**src/rtl/bnn_pkg.sv**
```systemverilog
// Shared definitions for the psum binarizer: default widths, activation word
// format, control FSM states and a signed saturating adder.
package bnn_pkg;

  localparam int BNN_WIDTH     = 14;
  localparam int BNN_ACC_WIDTH = 18;
  localparam int PACK          = 27;
  localparam int CNT_W         = 5;

  typedef enum logic {
    ST_RUN        = 1'b0,
    ST_FLUSH_WAIT = 1'b1
  } ctrl_state_t;

  // Adds two sign-extended operands and clamps the result to a signed w-bit range.
  // Operands must already be sign-extended to 64 bits.
  function automatic logic signed [63:0] sat_add(
    input logic signed [63:0] a,
    input logic signed [63:0] b,
    input int unsigned        w
  );
    logic signed [64:0] s;
    logic signed [64:0] hi;
    logic signed [64:0] lo;
    s  = {a[63], a} + {b[63], b};
    hi = (65'sd1 <<< (w - 1)) - 65'sd1;
    lo = -(65'sd1 <<< (w - 1));
    if (s > hi) begin
      sat_add = $signed(hi[63:0]);
    end else if (s < lo) begin
      sat_add = $signed(lo[63:0]);
    end else begin
      sat_add = $signed(s[63:0]);
    end
  endfunction

endpackage

```
**src/rtl/psum_accumulator.sv**
```systemverilog
// Sums PASSES psums per output neuron with saturation and binarizes the total
// against the threshold on the final pass.
module psum_accumulator
  import bnn_pkg::*;
#(
  parameter int WIDTH     = BNN_WIDTH,
  parameter int ACC_WIDTH = BNN_ACC_WIDTH,
  parameter int PASSES    = 4
) (
  input  logic                        clk_in,
  input  logic                        rst_in,
  input  logic                        clear,
  input  logic                        psum_fire,
  input  logic signed [WIDTH-1:0]     psum,
  input  logic signed [ACC_WIDTH-1:0] threshold,
  output logic                        neuron_done,
  output logic                        act_bit,
  output logic                        busy
);

  localparam int PC_W = (PASSES > 1) ? $clog2(PASSES) : 1;
  localparam logic [PC_W-1:0] LAST_PASS = PC_W'(PASSES - 1);

  logic signed [ACC_WIDTH-1:0] acc_reg;
  logic        [PC_W-1:0]      pass_cnt_reg;
  logic signed [63:0]          acc_wide;
  logic signed [63:0]          psum_wide;
  logic signed [63:0]          thr_wide;
  logic signed [63:0]          sum_wide;
  logic                        last_pass;

  assign acc_wide  = {{(64 - ACC_WIDTH){acc_reg[ACC_WIDTH-1]}}, acc_reg};
  assign psum_wide = {{(64 - WIDTH){psum[WIDTH-1]}}, psum};
  assign thr_wide  = {{(64 - ACC_WIDTH){threshold[ACC_WIDTH-1]}}, threshold};
  assign sum_wide  = sat_add(acc_wide, psum_wide, ACC_WIDTH);

  assign last_pass   = (pass_cnt_reg == LAST_PASS);
  assign neuron_done = psum_fire & last_pass;
  // Saturated sum always fits ACC_WIDTH, so the wide compare equals the narrow one.
  assign act_bit     = (sum_wide >= thr_wide);
  assign busy        = (pass_cnt_reg != '0);

  always_ff @(posedge clk_in) begin
    if (rst_in || clear) begin
      acc_reg      <= '0;
      pass_cnt_reg <= '0;
    end else if (psum_fire) begin
      if (last_pass) begin
        acc_reg      <= '0;
        pass_cnt_reg <= '0;
      end else begin
        acc_reg      <= sum_wide[ACC_WIDTH-1:0];
        pass_cnt_reg <= pass_cnt_reg + 1'b1;
      end
    end
  end

endmodule

```
**src/rtl/psum_binarizer.sv**
```systemverilog
// Binarizes accumulated PE-row psums and packs 27 activations per output word,
// with a sticky flush that emits partially filled words.
module psum_binarizer
  import bnn_pkg::*;
#(
  parameter int WIDTH     = BNN_WIDTH,
  parameter int ACC_WIDTH = BNN_ACC_WIDTH,
  parameter int PASSES    = 4
) (
  input  logic                        clk_in,
  input  logic                        rst_in,
  input  logic signed [ACC_WIDTH-1:0] cfg_threshold_in,
  input  logic                        psum_valid_in,
  output logic                        psum_ready_out,
  input  logic signed [WIDTH-1:0]     psum_in,
  input  logic                        flush_in,
  output logic                        act_valid_out,
  input  logic                        act_ready_in,
  output logic [PACK-1:0]             act_out,
  output logic [CNT_W-1:0]            act_count_out,
  output logic                        busy_out
);

  ctrl_state_t state_reg;
  ctrl_state_t state_next;

  logic             out_free;
  logic             psum_fire;
  logic             flush_exec;
  logic             neuron_done;
  logic             new_bit;
  logic             acc_busy;
  logic             word_full;
  logic [PACK-1:0]  pack_reg;
  logic [PACK-1:0]  pack_with_bit;
  logic [CNT_W-1:0] bit_cnt_reg;

  // The output register is free when empty or being drained this cycle.
  assign out_free       = ~act_valid_out | act_ready_in;
  assign psum_ready_out = ~rst_in & out_free;
  assign psum_fire      = psum_valid_in & psum_ready_out;

  psum_accumulator #(
    .WIDTH     (WIDTH),
    .ACC_WIDTH (ACC_WIDTH),
    .PASSES    (PASSES)
  ) u_acc (
    .clk_in      (clk_in),
    .rst_in      (rst_in),
    .clear       (flush_exec),
    .psum_fire   (psum_fire),
    .psum        (psum_in),
    .threshold   (cfg_threshold_in),
    .neuron_done (neuron_done),
    .act_bit     (new_bit),
    .busy        (acc_busy)
  );

  // First neuron lands in the MSB; slot gi receives the neuron at index PACK-1-gi.
  generate
    for (genvar gi = 0; gi < PACK; gi++) begin : g_pack
      assign pack_with_bit[gi] = pack_reg[gi] |
                                 (new_bit & (bit_cnt_reg == CNT_W'(PACK - 1 - gi)));
    end
  endgenerate

  assign word_full = neuron_done & (bit_cnt_reg == CNT_W'(PACK - 1));

  always_ff @(posedge clk_in) begin
    if (rst_in) begin
      state_reg <= ST_RUN;
    end else begin
      state_reg <= state_next;
    end
  end

  always_comb begin
    state_next = state_reg;
    flush_exec = 1'b0;
    case (state_reg)
      ST_RUN: begin
        if (flush_in) begin
          state_next = ST_FLUSH_WAIT;
        end
      end
      ST_FLUSH_WAIT: begin
        // A psum accepted this cycle is never split; flush waits for a quiet cycle.
        if (!psum_fire && out_free) begin
          flush_exec = 1'b1;
          state_next = ST_RUN;
        end
        if (flush_in) begin
          state_next = ST_FLUSH_WAIT;
        end
      end
      default: state_next = ST_RUN;
    endcase
  end

  always_ff @(posedge clk_in) begin
    if (rst_in) begin
      pack_reg      <= '0;
      bit_cnt_reg   <= '0;
      act_valid_out <= 1'b0;
      act_out       <= '0;
      act_count_out <= '0;
    end else begin
      if (act_valid_out && act_ready_in) begin
        act_valid_out <= 1'b0;
      end
      if (word_full) begin
        act_out       <= pack_with_bit;
        act_count_out <= CNT_W'(PACK);
        act_valid_out <= 1'b1;
        pack_reg      <= '0;
        bit_cnt_reg   <= '0;
      end else if (neuron_done) begin
        pack_reg    <= pack_with_bit;
        bit_cnt_reg <= bit_cnt_reg + 1'b1;
      end else if (flush_exec) begin
        if (bit_cnt_reg != '0) begin
          act_out       <= pack_reg;
          act_count_out <= bit_cnt_reg;
          act_valid_out <= 1'b1;
        end
        pack_reg    <= '0;
        bit_cnt_reg <= '0;
      end
    end
  end

  assign busy_out = acc_busy | (bit_cnt_reg != '0) | (state_reg == ST_FLUSH_WAIT);

endmodule

```
**config.mk**
```make
export PLATFORM = sky130hd
export DESIGN_NAME = psum_binarizer
export DESIGN_NICKNAME = d
export VERILOG_FILES = /design/src/rtl/bnn_pkg.sv /design/src/rtl/psum_accumulator.sv /design/src/rtl/psum_binarizer.sv
export SDC_FILE = /design/constraint.sdc
export NUM_CORES = 1
export LEC_CHECK = 0
export CELL_PAD_IN_SITES_DETAIL_PLACEMENT = 0
export CELL_PAD_IN_SITES_GLOBAL_PLACEMENT = 1
export CORE_MARGIN = 1
export CORE_UTILIZATION = 40
export CTS_BUF_LIST = sky130_fd_sc_hd__clkbuf_4 sky130_fd_sc_hd__clkbuf_8 sky130_fd_sc_hd__clkbuf_16
export DETAILED_ROUTE_END_ITERATION = 8
export PLACE_DENSITY_LB_ADDON = 0.1
export SYNTH_ARGS = -nofsm -noshare
export SYNTH_HDL_FRONTEND = slang
export SYNTH_SLANG_ARGS = --single-unit
```
**constraint.sdc**
```tcl
create_clock -name clk_in -period 7.1 [get_ports clk_in]
set_clock_uncertainty 0.2 [all_clocks]
set_input_delay 0.71 -clock clk_in [delete_from_list [all_inputs] [get_ports clk_in]]
set_output_delay 0.71 -clock clk_in [all_outputs]
set_load 0.01 [all_outputs]
```
==> impl_metrics.prom, run 1 <==
# TYPE chip_impl_metric gauge
chip_impl_info{name="tritoncts",value="done"} 1
chip_impl_metric{name="critPathRequiredTime",unit="ns"} 7.18
chip_impl_metric{name="clock_insertion_delay_worst_skew",unit="ns"} 0.34
chip_impl_info{name="setup.worst_path.class",value="input port to register"} 1
chip_impl_metric{name="min_period_over_period",unit="%"} 77.2
chip_impl_metric{name="place_congestion",unit=""} 0.891
chip_impl_metric{name="core.rowCount",unit=""} 40
chip_impl_metric{name="area_grow_syn2layout",unit="%"} 23.1
chip_impl_metric{name="async_reset_ff_share",unit="%"} 0
chip_impl_metric{name="setup_tns",unit="ns"} 0
chip_impl_info{name="result_of_the_run",value="completed"} 1
chip_impl_metric{name="min_period",unit="ns"} 5.48
chip_impl_metric{name="total_of_fill_cells_in_the_finished_design",unit=""} 1182
chip_impl_metric{name="slew-limit-headroom",unit="%"} 18.6
chip_impl_info{name="synthTopCellsByArea",value="dfxtp_1 (34%), ha_1 (11%), a21oi_1 (5.7%)"} 1
chip_impl_metric{name="route.detailed.drc",unit=""} 0
chip_impl_metric{name="h-tree-depth",unit=""} 3
chip_impl_info{name="type_of_the_tightest_min_delay_check",value="register to register"} 1
chip_impl_metric{name="finalInstanceArea",unit="µm²"} 6190
chip_impl_metric{name="synth_largest_type_area_fraction",unit="%"} 34.2
chip_impl_metric{name="die_area",unit="µm²"} 13000
chip_impl_metric{name="placement.io_buffers",unit=""} 71
chip_impl_metric{name="yosys_register_bits",unit=""} 86
chip_impl_metric{name="largest_net_degree_at_the_start_of_global_routing",unit=""} 40
chip_impl_metric{name="cts_repair_resizes",unit=""} 0
chip_impl_metric{name="initialDrtViolationCount",unit=""} 240
chip_impl_metric{name="clock_path_buffers",unit=""} 2
chip_impl_metric{name="grt_pass1_wl",unit="µm"} 21800
chip_impl_metric{name="postSynthNetCount",unit=""} 670
chip_impl_metric{name="grt_antenna_before_repair",unit=""} 0
chip_impl_metric{name="vdd.ir_drop.worst",unit="µV"} 150
chip_impl_metric{name="initial_utilization",unit="%"} 41.5
chip_impl_metric{name="synth.yosys.seq_area_share",unit="%"} 34.2
chip_impl_metric{name="post_drt_wl_per_cell",unit="µm"} 16.0
chip_impl_metric{name="synth.avg_cell_area",unit="µm²"} 8.55
chip_impl_metric{name="finish.net_count",unit=""} 732
chip_impl_metric{name="multi_input_area",unit="µm²"} 3070
chip_impl_metric{name="worst_slew_pin_slew",unit="ns"} 1.22
chip_impl_metric{name="post-cts-setup-buffers",unit=""} 0
chip_impl_metric{name="finalHoldViolCount",unit=""} 0
chip_impl_metric{name="synthCells",unit=""} 588
chip_impl_metric{name="drt_wl_total",unit="µm"} 13100
chip_impl_metric{name="number_of_pins_exceeding_their_max_slew_limit_in_the_final_report",unit=""} 0
chip_impl_metric{name="grt.overflow.total",unit=""} 0
chip_impl_metric{name="via_count_of_the_first_global_routing_pass",unit=""} 4315
chip_impl_metric{name="cts.clk_slew.worst_paths",unit="ns"} 0.06
chip_impl_metric{name="post_route_cells_drive_above_1_share",unit="%"} 6.88
chip_impl_info{name="netlist.top_cell.by_area",value="dfxtp_1"} 1
chip_impl_metric{name="fp.coreArea",unit="µm²"} 12100
chip_impl_metric{name="antenna_left",unit=""} 0
chip_impl_metric{name="synth.lib_cells_used.distinct",unit=""} 63
chip_impl_info{name="cp-end-kind",value="register"} 1
chip_impl_metric{name="vias",unit=""} 4449
chip_impl_metric{name="postCtsHoldBufs",unit=""} 0
chip_impl_metric{name="synth_enable_flop_cells",unit=""} 0
chip_impl_metric{name="antenna_cells_inserted",unit=""} 0
chip_impl_metric{name="track_usage",unit="%"} 21.3
chip_impl_metric{name="synthesis.area",unit="µm²"} 5030
chip_impl_metric{name="hpwlAfterDp",unit="µm"} 9770
chip_impl_metric{name="critical_path_arrival",unit="ns"} 5.55
chip_impl_metric{name="place_area",unit="µm²"} 5890
chip_impl_metric{name="boundaryPins",unit=""} 72
chip_impl_metric{name="floorplan.die.height",unit="µm"} 114
chip_impl_info{name="timing.critical_path.from_type",value="input port"} 1
chip_impl_info{name="cts-root-buf",value="clkbuf_16"} 1
chip_impl_metric{name="numCtsBuffers",unit=""} 9
chip_impl_metric{name="max_freq",unit="MHz"} 182
chip_impl_info{name="rsz0062_at_grt",value="false"} 1
chip_impl_metric{name="setup_viol",unit=""} 0
chip_impl_metric{name="routed_via_density",unit=""} 5.41
chip_impl_metric{name="detailed_router_iteration_count_before_antenna_repair",unit=""} 5
chip_impl_metric{name="cts_num_sinks",unit=""} 86
chip_impl_metric{name="pwr_density_cell",unit="nW/µm²"} 314
chip_impl_metric{name="crit_path_max_fanout",unit=""} 21
chip_impl_metric{name="synth_warnings",unit=""} 0
chip_impl_info{name="synth_flop_cell",value="dfxtp_1"} 1
chip_impl_metric{name="static-leakage-power",unit="nW"} 2.43
chip_impl_metric{name="dieWidth",unit="µm"} 114
chip_impl_metric{name="regArea",unit="µm²"} 1720
chip_impl_metric{name="maxCapViolCount",unit=""} 0
==> worst paths after layout <==
check | cells after the start | startpoint | slack (ns) | end
setup / recovery | 20 | psum_in[0] | 1.62 | pack_reg[7]$_SDFFE_PP0P_
hold / removal | 2 | act_out[25]$_SDFFE_PP0P_ | 0.25 | act_out[25]$_SDFFE_PP0P_
setup reg to reg | 19 | u_acc.acc_reg[0]$_SDFFE_PP0P_ | 2.12 | pack_reg[7]$_SDFFE_PP0P_
hold reg to reg | 2 | act_out[25]$_SDFFE_PP0P_ | 0.25 | act_out[25]$_SDFFE_PP0P_
==> kinds of logic (layout without fill, tap and decap cells) <==
family | count (synthesis) | count (layout) | synth area share, %
fa+ha+maj | 58 | 58 | 14.1
mux | 1 | 1 | 0.448
flops | 86 | 86 | 34.2
buf+inv | 61 | 127 | 4.93
compound gates | 174 | 174 | 25.1
simple gates | 190 | 190 | 18.1
xor+xnor | 18 | 18 | 3.14
==> stage by stage <==
step                total power [mW]  worst slack (ns)  hold WS (ns)  std cells  util, %
floorplan                       1.26              2.43         0.225        588        -
global placement                1.46              1.47         0.237        807     48.7
detailed placement              1.48              1.31         0.240        807     48.7
CTS                             1.95              1.64         0.250        822     51.1
global route                    2.09              1.20         0.272        822     51.1
finish                          1.95              1.62         0.250        822     51.1
==> where the power goes <==
group | switching (mW) | internal, mW
Clock | 0.189 | 0.281
Sequential | 0.0287 | 0.524
Combinational | 0.526 | 0.398
Total | 0.744 | 1.20
==> layer usage <==
| metal | share of wire [%] | vias up | GRT usage [%] | wire (µm) |
|---|---|---|---|---|
| met5 | 0 | - | 0 | 0 |
| met1 | 53 | 2102 | 31.3 | 6920 |
| met3 | 4.4 | 16 | 3.92 | 575 |
| li1 | - | 2231 | - | - |
| met4 | 1.3 | 0 | 5.97 | 171 |
| met2 | 42 | 100 | 31.7 | 5450 |
==> layout by cell type, fill, tap and decap left out, types with 8 or more instances in the layout <==
cell and instances:
a21o_1 11, a21oi_1 56, a22o_1 16, and2_1 12, clkbuf_16 9, clkdlybuf4s50_1 71
dfxtp_1 86, ha_1 44, inv_1 34, nand2_1 67, nand2b_1 8, nand3_1 14
nand4_1 9, nor2_1 42, nor2b_1 14, o21a_1 17, o21ai_0 12, xnor2_1 9
xor2_1 9
==> critical path: stages <==
cell	delay, ns
clkdlybuf4s50_1	0.46
ha_1	0.15
inv_1	0.05
fa_1	0.40
nor2b_1	0.18
o2111ai_1	0.18
nand3_1	0.21
a31oi_2	0.15
o22ai_2	0.69
a21oi_1	0.20
or2_1	0.25
ha_1	0.17
nor2b_1	0.11
o21a_1	0.11
o21ai_0	0.07
a21oi_1	0.21
o311ai_2	0.12
buf_4	0.22
a211oi_1	0.63
a32o_1	0.25
==> Yosys cell counts, types with 7 or more instances <==
cell      number
nand2_1       67
nor2_1        42
o21a_1        17
maj3_1         7
inv_1         34
nand4_1        9
xor2_1         9
a21oi_1       57
dfxtp_1       86
a21o_1        11
and2_1        12
ha_1          44
xnor2_1        9
nand2b_1       8
nor2b_1       14
clkbuf_1      19
nand3_1       14
a211oi_1       7
o21ai_0       12
a22o_1        16
==> area by class of cell <==
class                      count  share of cell area, %
inverter                      34                   2.06
sequential                    86                   27.8
multi-input combinational    441                   49.6
tap                          168                   3.40
clock buffer                  10                   3.86
timing repair buffer          78                   12.3
clock inverter                 5                  0.950
(Power assumes the default switching activity.)
==> run 2: changes to the inputs <==
--- a/config.mk
+++ b/config.mk
@@ -8,7 +8,7 @@
 export CELL_PAD_IN_SITES_DETAIL_PLACEMENT = 0
 export CELL_PAD_IN_SITES_GLOBAL_PLACEMENT = 1
 export CORE_MARGIN = 1
-export CORE_UTILIZATION = 40
+export CORE_UTILIZATION = 37
 export CTS_BUF_LIST = sky130_fd_sc_hd__clkbuf_4 sky130_fd_sc_hd__clkbuf_8 sky130_fd_sc_hd__clkbuf_16
 export DETAILED_ROUTE_END_ITERATION = 8
 export PLACE_DENSITY_LB_ADDON = 0.1
==> constraint.sdc (replaced) <==
create_clock -name clk_in -period 4.8 [get_ports clk_in]
set_clock_uncertainty 0.2 [all_clocks]
set_input_delay 0.48 -clock clk_in [delete_from_list [all_inputs] [get_ports clk_in]]
set_output_delay 0.48 -clock clk_in [all_outputs]
set_load 0.01 [all_outputs]
==> run 2 against run 1 <==
Net effect:
- non-clock buffer count grew 60
- cell area is 9.1% higher
- register-to-register slack lost 1.7 ns
- final cell count grew 8.3%
- global-route usage down 0.56 points
- routed wire length up 6.8%
- via count grew 4.0%
- die area up 8.0%
- sequential power rose by 48%
==> impl_metrics.prom, run 2 (synthesis results as in run 1) <==
# TYPE chip_impl_metric gauge
chip_impl_info{name="timing.critical_path.from_type",value="input port"} 1
chip_impl_metric{name="floorplan.die.height",unit="µm"} 119
chip_impl_metric{name="core.rowCount",unit=""} 42
chip_impl_metric{name="setup_viol",unit=""} 0
chip_impl_metric{name="worst_slew_pin_slew",unit="ns"} 0.834
chip_impl_info{name="result_of_the_run",value="completed"} 1
chip_impl_metric{name="drt-met1-wl",unit="µm"} 7450
chip_impl_metric{name="clock_path_buffers",unit=""} 2
chip_impl_metric{name="max_freq",unit="MHz"} 217
chip_impl_info{name="crit_top_cell",value="buf_4"} 1
chip_impl_metric{name="total_of_fill_cells_in_the_finished_design",unit=""} 1269
chip_impl_metric{name="slew-limit-headroom",unit="%"} 44.4
chip_impl_metric{name="vias",unit=""} 4626
chip_impl_metric{name="via_count_of_the_first_global_routing_pass",unit=""} 4462
chip_impl_metric{name="crit_path_max_fanout",unit=""} 6
chip_impl_info{name="layout.cells.most_common_list",value="dfxtp_1 (86), clkdlybuf4s50_1 (70), nand2_1 (67)"} 1
chip_impl_metric{name="hpwlAfterDp",unit="µm"} 10700
chip_impl_metric{name="track_usage",unit="%"} 20.7
chip_impl_info{name="path_delay_family",value="compound AO/OA/AOI/OAI gates"} 1
chip_impl_metric{name="critPathRequiredTime",unit="ns"} 4.83
chip_impl_metric{name="finalInstanceArea",unit="µm²"} 6760
chip_impl_info{name="type_of_the_tightest_min_delay_check",value="register to register"} 1
chip_impl_metric{name="cts_num_sinks",unit=""} 86
chip_impl_metric{name="grt_antenna_before_repair",unit=""} 0
chip_impl_metric{name="min_period_over_period",unit="%"} 96.2
chip_impl_metric{name="antenna_left",unit=""} 0
chip_impl_metric{name="drt_wl_total",unit="µm"} 14000
chip_impl_metric{name="initialDrtViolationCount",unit=""} 219
chip_impl_metric{name="fp.coreArea",unit="µm²"} 13200
chip_impl_metric{name="min_period",unit="ns"} 4.62
chip_impl_metric{name="detailed_router_iteration_count_before_antenna_repair",unit=""} 5
chip_impl_metric{name="postCtsHoldBufs",unit=""} 0
chip_impl_metric{name="design_power_total",unit="mW"} 3.36
chip_impl_metric{name="finalHoldViolCount",unit=""} 0
chip_impl_info{name="tritoncts",value="done"} 1
chip_impl_metric{name="post_route_cells_drive_above_1_share",unit="%"} 16.0
chip_impl_metric{name="critical_path_arrival",unit="ns"} 4.65
chip_impl_metric{name="path_depth",unit=""} 20
chip_impl_info{name="top_layer",value="met4"} 1
chip_impl_info{name="r2r-start",value="u_acc.acc_reg[1]$_SDFFE_PP0P_"} 1
chip_impl_info{name="final_common_cell",value="dfxtp_1"} 1
chip_impl_metric{name="die_area",unit="µm²"} 14100
chip_impl_info{name="cp-end-kind",value="register"} 1
chip_impl_metric{name="route.detailed.drc",unit=""} 0
chip_impl_info{name="critical_path.reg2reg.endpoint",value="pack_reg[9]$_SDFFE_PP0P_"} 1
chip_impl_metric{name="grt.overflow.total",unit=""} 0
chip_impl_metric{name="number_of_pins_exceeding_their_max_slew_limit_in_the_final_report",unit=""} 0
chip_impl_metric{name="reg2reg_depth",unit=""} 18
chip_impl_info{name="worstSetupStartpoint",value="psum_in[0]"} 1
chip_impl_metric{name="grt_pass1_wl",unit="µm"} 23100
chip_impl_metric{name="placement.io_buffers",unit=""} 71
chip_impl_info{name="cts-root-buf",value="clkbuf_16"} 1
chip_impl_metric{name="dieWidth",unit="µm"} 119
chip_impl_metric{name="pwr_density_cell",unit="nW/µm²"} 497
chip_impl_metric{name="h-tree-depth",unit=""} 3
chip_impl_metric{name="numCtsBuffers",unit=""} 9
chip_impl_metric{name="routed-wl-met2",unit="µm"} 5790
chip_impl_metric{name="largest_net_degree_at_the_start_of_global_routing",unit=""} 39
chip_impl_metric{name="static-leakage-power",unit="nW"} 2.75
chip_impl_info{name="worst_setup_path_endpoint",value="pack_reg[9]$_SDFFE_PP0P_"} 1
chip_impl_info{name="crit_path_top_delay_cell",value="clkdlybuf4s50_1"} 1
chip_impl_metric{name="area_grow_syn2layout",unit="%"} 34.3
chip_impl_metric{name="wl_met3",unit="µm"} 582
chip_impl_metric{name="max_stage_delay",unit="ns"} 0.40
chip_impl_info{name="crit_path_cell_trace",value="clkdlybuf4s50_1 > ha_1 > buf_4 > a21o_1 > and4_1 > o21ai_2 > o31ai_4 > mux2i_4 > buf_4 > maj3_1 > ha_1 > a21o_1 > a21o_1 > a21oi_1 > o2111ai_1 > a22oi_2 > buf_4 > a211oi_1 > buf_4 > a32o_1"} 1
chip_impl_metric{name="reg2reg_setup_slack",unit="ns"} 0.42
chip_impl_metric{name="finish.net_count",unit=""} 792
chip_impl_metric{name="maxCapViolCount",unit=""} 0
chip_impl_metric{name="place_congestion",unit=""} 0.870
chip_impl_metric{name="cts.clk_slew.worst_paths",unit="ns"} 0.06
chip_impl_metric{name="post_drt_wl_per_cell",unit="µm"} 15.7
chip_impl_metric{name="cp.buffers_inverters",unit=""} 5
chip_impl_metric{name="routed_via_density",unit=""} 5.20
chip_impl_metric{name="clock_insertion_delay_worst_skew",unit="ns"} 0.35
chip_impl_info{name="setup.worst_path.class",value="input port to register"} 1
chip_impl_metric{name="setup_tns",unit="ns"} 0
chip_impl_metric{name="place_area",unit="µm²"} 6300
chip_impl_metric{name="vdd.ir_drop.worst",unit="µV"} 205
chip_impl_metric{name="antenna_cells_inserted",unit=""} 0
chip_impl_metric{name="initial_utilization",unit="%"} 38.0
chip_impl_metric{name="boundaryPins",unit=""} 72
-- run 2: changes by cell type in the layout (fill, tap and decap cells not counted), sizes merged --
cell           change
clkdlybuf4s50      -1
buf               +60
clkbuf             -1
inv                +1
dlymetal6s2s       +1
bufinv             +1
clkinv             -1
-- run 2: how the worst min path moves through the flow --
stage                                          from                         to  cells after the start
after floorplan           pack_reg[12]$_SDFFE_PP0P_  pack_reg[12]$_SDFFE_PP0P_                      2
after global placement    pack_reg[15]$_SDFFE_PP0P_   act_out[15]$_SDFFE_PP0P_                      2
after detailed placement  pack_reg[15]$_SDFFE_PP0P_   act_out[15]$_SDFFE_PP0P_                      2
after CTS                 pack_reg[15]$_SDFFE_PP0P_   act_out[15]$_SDFFE_PP0P_                      2
after global routing        act_out[3]$_SDFFE_PP0P_    act_out[3]$_SDFFE_PP0P_                      2
final                     pack_reg[15]$_SDFFE_PP0P_   act_out[15]$_SDFFE_PP0P_                      2
-- run 2: metrics by stage --
| step | util [%] | worst slack (ns) | cells | hold WS (ns) |
|---|---|---|---|---|
| floorplan | - | 0.360 | 588 | 0.225 |
| global placement | 47.6 | -0.320 | 868 | 0.234 |
| detailed placement | 47.6 | -0.274 | 868 | 0.243 |
| CTS | 50.0 | 0.0799 | 883 | 0.254 |
| global route | 51.0 | -0.00848 | 890 | 0.273 |
| finish | 51.0 | 0.184 | 890 | 0.251 |
-- run 2: timing repair --
item / CTS / global route
resized for setup: 0 / 21
buffers inserted: 0 / 5
setup endpoints to repair: 0 / 23
-- run 2: layout make-up --
| type | count | area, µm² | share of cell area, % |
|---|---|---|---|
| Clock inverter | 6 | 95.1 | 1.41 |
| Sequential cell | 86 | 1720 | 25.5 |
| Timing Repair Buffer | 138 | 1210 | 18.0 |
| Inverter | 34 | 128 | 1.89 |
| Multi-Input combinational cell | 441 | 3150 | 46.6 |
| Clock buffer | 9 | 225 | 3.33 |
| Tap cell | 176 | 220 | 3.26 |
-- run 2: worst min-delay path, stage by stage (launching register included) --
cell	delay, ns
dfxtp_1	0.31
nand2_1	0.05
a21oi_1	0.05
-- run 2: layer usage --
metal	vias up	global-route usage, %
met3	13	3.43
li1	2365	-
met4	0	6.25
met2	110	29.5
met5	-	0
met1	2138	31.4
-- run 2: where the power goes --
part,total [mW],switching (mW),internal (mW)
logic,1.78,0.897,0.885
clock network,0.758,0.300,0.458
registers,0.815,0.0407,0.774
==> run 3: changes to the inputs <==
--- a/config.mk
+++ b/config.mk
@@ -14,4 +14,5 @@
 export PLACE_DENSITY_LB_ADDON = 0.1
 export SYNTH_ARGS = -nofsm -noshare
 export SYNTH_HDL_FRONTEND = slang
+export SYNTH_HIERARCHICAL = 1
 export SYNTH_SLANG_ARGS = --single-unit
==> run 3 against run 2 <==
Net effect:
- clock power fell by 6.5%
- total power fell by 39%
- die area fell by 0.27%
- cell area rose by 8.0%
- synthesized cell count rose by 0.34%
- largest power group is now sequential cells
==> impl_metrics.prom, run 3 <==
# TYPE chip_impl_metric gauge
chip_impl_metric{name="synthesis.area",unit="µm²"} 5010
chip_impl_metric{name="place_congestion",unit=""} 0.852
chip_impl_metric{name="clock_insertion_delay_worst_skew",unit="ns"} 0.34
chip_impl_metric{name="die_area",unit="µm²"} 14000
chip_impl_metric{name="postCtsHoldBufs",unit=""} 0
chip_impl_metric{name="grt_pass1_wl",unit="µm"} 23000
chip_impl_info{name="final_common_cell",value="buf_4"} 1
chip_impl_metric{name="drt_wl_total",unit="µm"} 14300
chip_impl_info{name="synth_flop_cell",value="dfxtp_1"} 1
chip_impl_metric{name="total_of_fill_cells_in_the_finished_design",unit=""} 1224
chip_impl_info{name="cp-end-kind",value="register"} 1
chip_impl_metric{name="setup_tns",unit="ns"} 0
chip_impl_metric{name="antenna_cells_inserted",unit=""} 0
chip_impl_metric{name="route.detailed.drc",unit=""} 0
chip_impl_metric{name="post_route_cells_drive_above_1_share",unit="%"} 26.4
chip_impl_metric{name="regArea",unit="µm²"} 1720
chip_impl_info{name="setup.worst_path.class",value="register to register"} 1
chip_impl_metric{name="synth_largest_type_area_fraction",unit="%"} 34.3
chip_impl_metric{name="pwr_density_cell",unit="nW/µm²"} 282
chip_impl_metric{name="min_period_over_period",unit="%"} 96.3
chip_impl_metric{name="synth.avg_cell_area",unit="µm²"} 8.50
chip_impl_metric{name="routed_via_density",unit=""} 5.20
chip_impl_metric{name="grt_antenna_before_repair",unit=""} 0
chip_impl_metric{name="placement.io_buffers",unit=""} 71
chip_impl_metric{name="async_reset_ff_share",unit="%"} 0
chip_impl_metric{name="reg2reg_depth",unit=""} 23
chip_impl_metric{name="crit_path_max_fanout",unit=""} 5
chip_impl_metric{name="detailed_router_iteration_count_before_antenna_repair",unit=""} 4
chip_impl_metric{name="clock_path_buffers",unit=""} 2
chip_impl_info{name="cts-root-buf",value="clkbuf_16"} 1
chip_impl_metric{name="maxCapViolCount",unit=""} 0
chip_impl_metric{name="instances_no_fill",unit=""} 919
chip_impl_metric{name="boundaryPins",unit=""} 72
chip_impl_metric{name="worst_hold_slack",unit="ns"} 0.262
chip_impl_metric{name="place_area",unit="µm²"} 6440
chip_impl_metric{name="finalHoldViolCount",unit=""} 0
chip_impl_metric{name="cts.clk_slew.worst_paths",unit="ns"} 0.06
chip_impl_metric{name="numPlacedInstances",unit=""} 894
chip_impl_info{name="timing.critical_path.from_type",value="register"} 1
chip_impl_metric{name="hpwlAfterDp",unit="µm"} 10200
chip_impl_metric{name="synth_enable_flop_cells",unit=""} 0
chip_impl_metric{name="finalInstanceArea",unit="µm²"} 7290
chip_impl_metric{name="min_period",unit="ns"} 4.62
chip_impl_info{name="type_of_the_tightest_min_delay_check",value="register to register"} 1
chip_impl_metric{name="dieWidth",unit="µm"} 118
chip_impl_metric{name="yosys_register_bits",unit=""} 86
chip_impl_metric{name="track_usage",unit="%"} 20.6
chip_impl_metric{name="number_of_pins_exceeding_their_max_slew_limit_in_the_final_report",unit=""} 0
chip_impl_metric{name="synth.yosys.seq_area_share",unit="%"} 34.3
chip_impl_metric{name="setup_viol",unit=""} 0
chip_impl_info{name="rsz0062_at_grt",value="true"} 1
chip_impl_metric{name="fp.coreArea",unit="µm²"} 13200
chip_impl_metric{name="largest_net_degree_at_the_start_of_global_routing",unit=""} 34
chip_impl_metric{name="critical_path_arrival",unit="ns"} 4.69
chip_impl_metric{name="synth_warnings",unit=""} 6
chip_impl_metric{name="synth.lib_cells_used.distinct",unit=""} 63
chip_impl_metric{name="critPathRequiredTime",unit="ns"} 4.86
chip_impl_metric{name="cts_num_sinks",unit=""} 86
chip_impl_metric{name="post_drt_wl_per_cell",unit="µm"} 15.6
chip_impl_metric{name="worst_slew_pin_slew",unit="ns"} 1.03
chip_impl_info{name="synthMostInstantiatedCell",value="dfxtp_1"} 1
chip_impl_metric{name="post_synthesis_share_of_cell_area_spent_on_full_adders_half_adders_and_majority_gates",unit="%"} 14.1
chip_impl_metric{name="multi_input_area",unit="µm²"} 3380
chip_impl_metric{name="numCtsBuffers",unit=""} 9
chip_impl_info{name="synthTopCellsByArea",value="dfxtp_1 (34%), ha_1 (11%), a21oi_1 (6.7%)"} 1
chip_impl_metric{name="postSynthNetCount",unit=""} 672
chip_impl_metric{name="initial_utilization",unit="%"} 37.9
chip_impl_metric{name="antenna_left",unit=""} 0
chip_impl_metric{name="initialDrtViolationCount",unit=""} 204
chip_impl_metric{name="synth-xor-area-share",unit="%"} 2.45
chip_impl_info{name="result_of_the_run",value="completed"} 1
chip_impl_info{name="layout.cells.most_common_list",value="buf_4 (90), dfxtp_1 (84), clkdlybuf4s50_1 (60)"} 1
chip_impl_metric{name="via_count_of_the_first_global_routing_pass",unit=""} 4566
chip_impl_info{name="tritoncts",value="done"} 1
chip_impl_metric{name="static-leakage-power",unit="nW"} 3.05
chip_impl_metric{name="slew-limit-headroom",unit="%"} 31.6
chip_impl_metric{name="max_freq",unit="MHz"} 216
chip_impl_metric{name="grt.overflow.total",unit=""} 0
chip_impl_metric{name="synthCells",unit=""} 590
chip_impl_info{name="synth_top_family_by_area",value="compound AO/OA/AOI/OAI gates"} 1
chip_impl_metric{name="area_grow_syn2layout",unit="%"} 45.4
chip_impl_metric{name="min_path_cells",unit=""} 2
chip_impl_metric{name="synth_mux_area_share",unit="%"} 0.599
chip_impl_metric{name="synth-simple-area-share",unit="%"} 17.9
chip_impl_info{name="synthTopCellsByCount",value="dfxtp_1 (86), a21oi_1 (67), nor2_1 (57), ha_1 (44), inv_1 (37)"} 1
chip_impl_metric{name="h-tree-depth",unit=""} 3
chip_impl_metric{name="core.rowCount",unit=""} 42
chip_impl_metric{name="design_power_total",unit="mW"} 2.05
chip_impl_metric{name="floorplan.die.height",unit="µm"} 118
chip_impl_metric{name="vias",unit=""} 4775
chip_impl_metric{name="synth-compound-area-share",unit="%"} 24.1
chip_impl_metric{name="finish.net_count",unit=""} 821
chip_impl_info{name="netlist.top_cell.by_area",value="dfxtp_1"} 1
chip_impl_metric{name="vdd.ir_drop.worst",unit="µV"} 144
==> run 3: area by class of cell <==
type	instances	share of cell area (%)
multi-input combinational	435	46.3
clock inverter	5	0.841
timing repair buffer	170	21.1
sequential	86	23.6
tap	176	3.02
clock buffer	10	3.19
inverter	37	1.90
==> run 3: worst max-delay path, cell delays in order, from the launching register on <==
cell       delay (ns)
dfxtp_2          0.35
ha_4             0.14
inv_2            0.04
fa_2             0.35
nand2b_4         0.16
a2111oi_4        0.43
or2_4            0.22
o31ai_4          0.09
a21oi_2          0.24
buf_6            0.17
nand2_4          0.07
and2_4           0.16
ha_4             0.25
and4_1           0.21
nand3_2          0.11
nor4_4           0.34
nor4b_4          0.08
a21oi_2          0.19
buf_4            0.15
nand3_4          0.12
nor3_2           0.18
buf_4            0.15
a21oi_1          0.06
nor2_1           0.09
==> run 3: metal layers <==
metal  global-route usage, %  up-vias  wire length, µm
met3                    4.34       14              619
li1                        -     2418                -
met2                    30.7       99             6060
met4                    5.54        0              176
met5                       0        -                0
met1                    29.8     2244             7480
==> run 3: metrics by stage <==
| step | util, % | worst slack [ns] |
|---|---|---|
| 2_1_floorplan | - | 0.245 |
| 3_3_place_gp | 48.6 | -0.594 |
| 3_5_place_dp | 48.6 | -0.600 |
| 4_1_cts | 51.5 | -0.0000728 |
| 5_1_grt | 55.1 | -0.0736 |
| 6_report | 55.1 | 0.176 |
==> run 3: kinds of logic after synthesis <==
logic type	Yosys count
AND/OR/NAND/NOR	177
adder cells (fa/ha/maj)	58
XOR/XNOR	14
multiplexers	3
flip-flops	86
AO/OA/AOI/OAI	183
buffers and inverters	69
==> run 3: path summary, 6_finish.rpt <==
| check | from | to | slack (ns) |
|---|---|---|---|
| worst max-delay path | u_acc/acc_reg[0]$_SDFFE_PP0P_ | pack_reg[9]$_SDFFE_PP0P_ | 0.18 |
| worst min-delay path | act_out[6]$_SDFFE_PP0P_ | act_out[6]$_SDFFE_PP0P_ | 0.26 |
| worst max register to register | u_acc/acc_reg[0]$_SDFFE_PP0P_ | pack_reg[9]$_SDFFE_PP0P_ | 0.18 |
| worst min register to register | act_out[6]$_SDFFE_PP0P_ | act_out[6]$_SDFFE_PP0P_ | 0.26 |
==> run 3: repair_timing <==
| item | in CTS | in global routing |
|---|---|---|
| endpoints found under the setup margin | 29 | 30 |
| setup buffers | 3 | 7 |
| pin swaps | 2 | 39 |
| gates resized for setup | 17 | 80 |
| gates cloned | 0 | 1 |
==> run 3: report_power, final <==
part           total (mW)  switching (mW)  leakage (nW)  internal, mW
clock network       0.709           0.301         0.146         0.408
registers           0.734         0.00994         0.695         0.724
logic               0.610           0.281          2.21         0.329
total                2.05           0.592          3.05          1.46
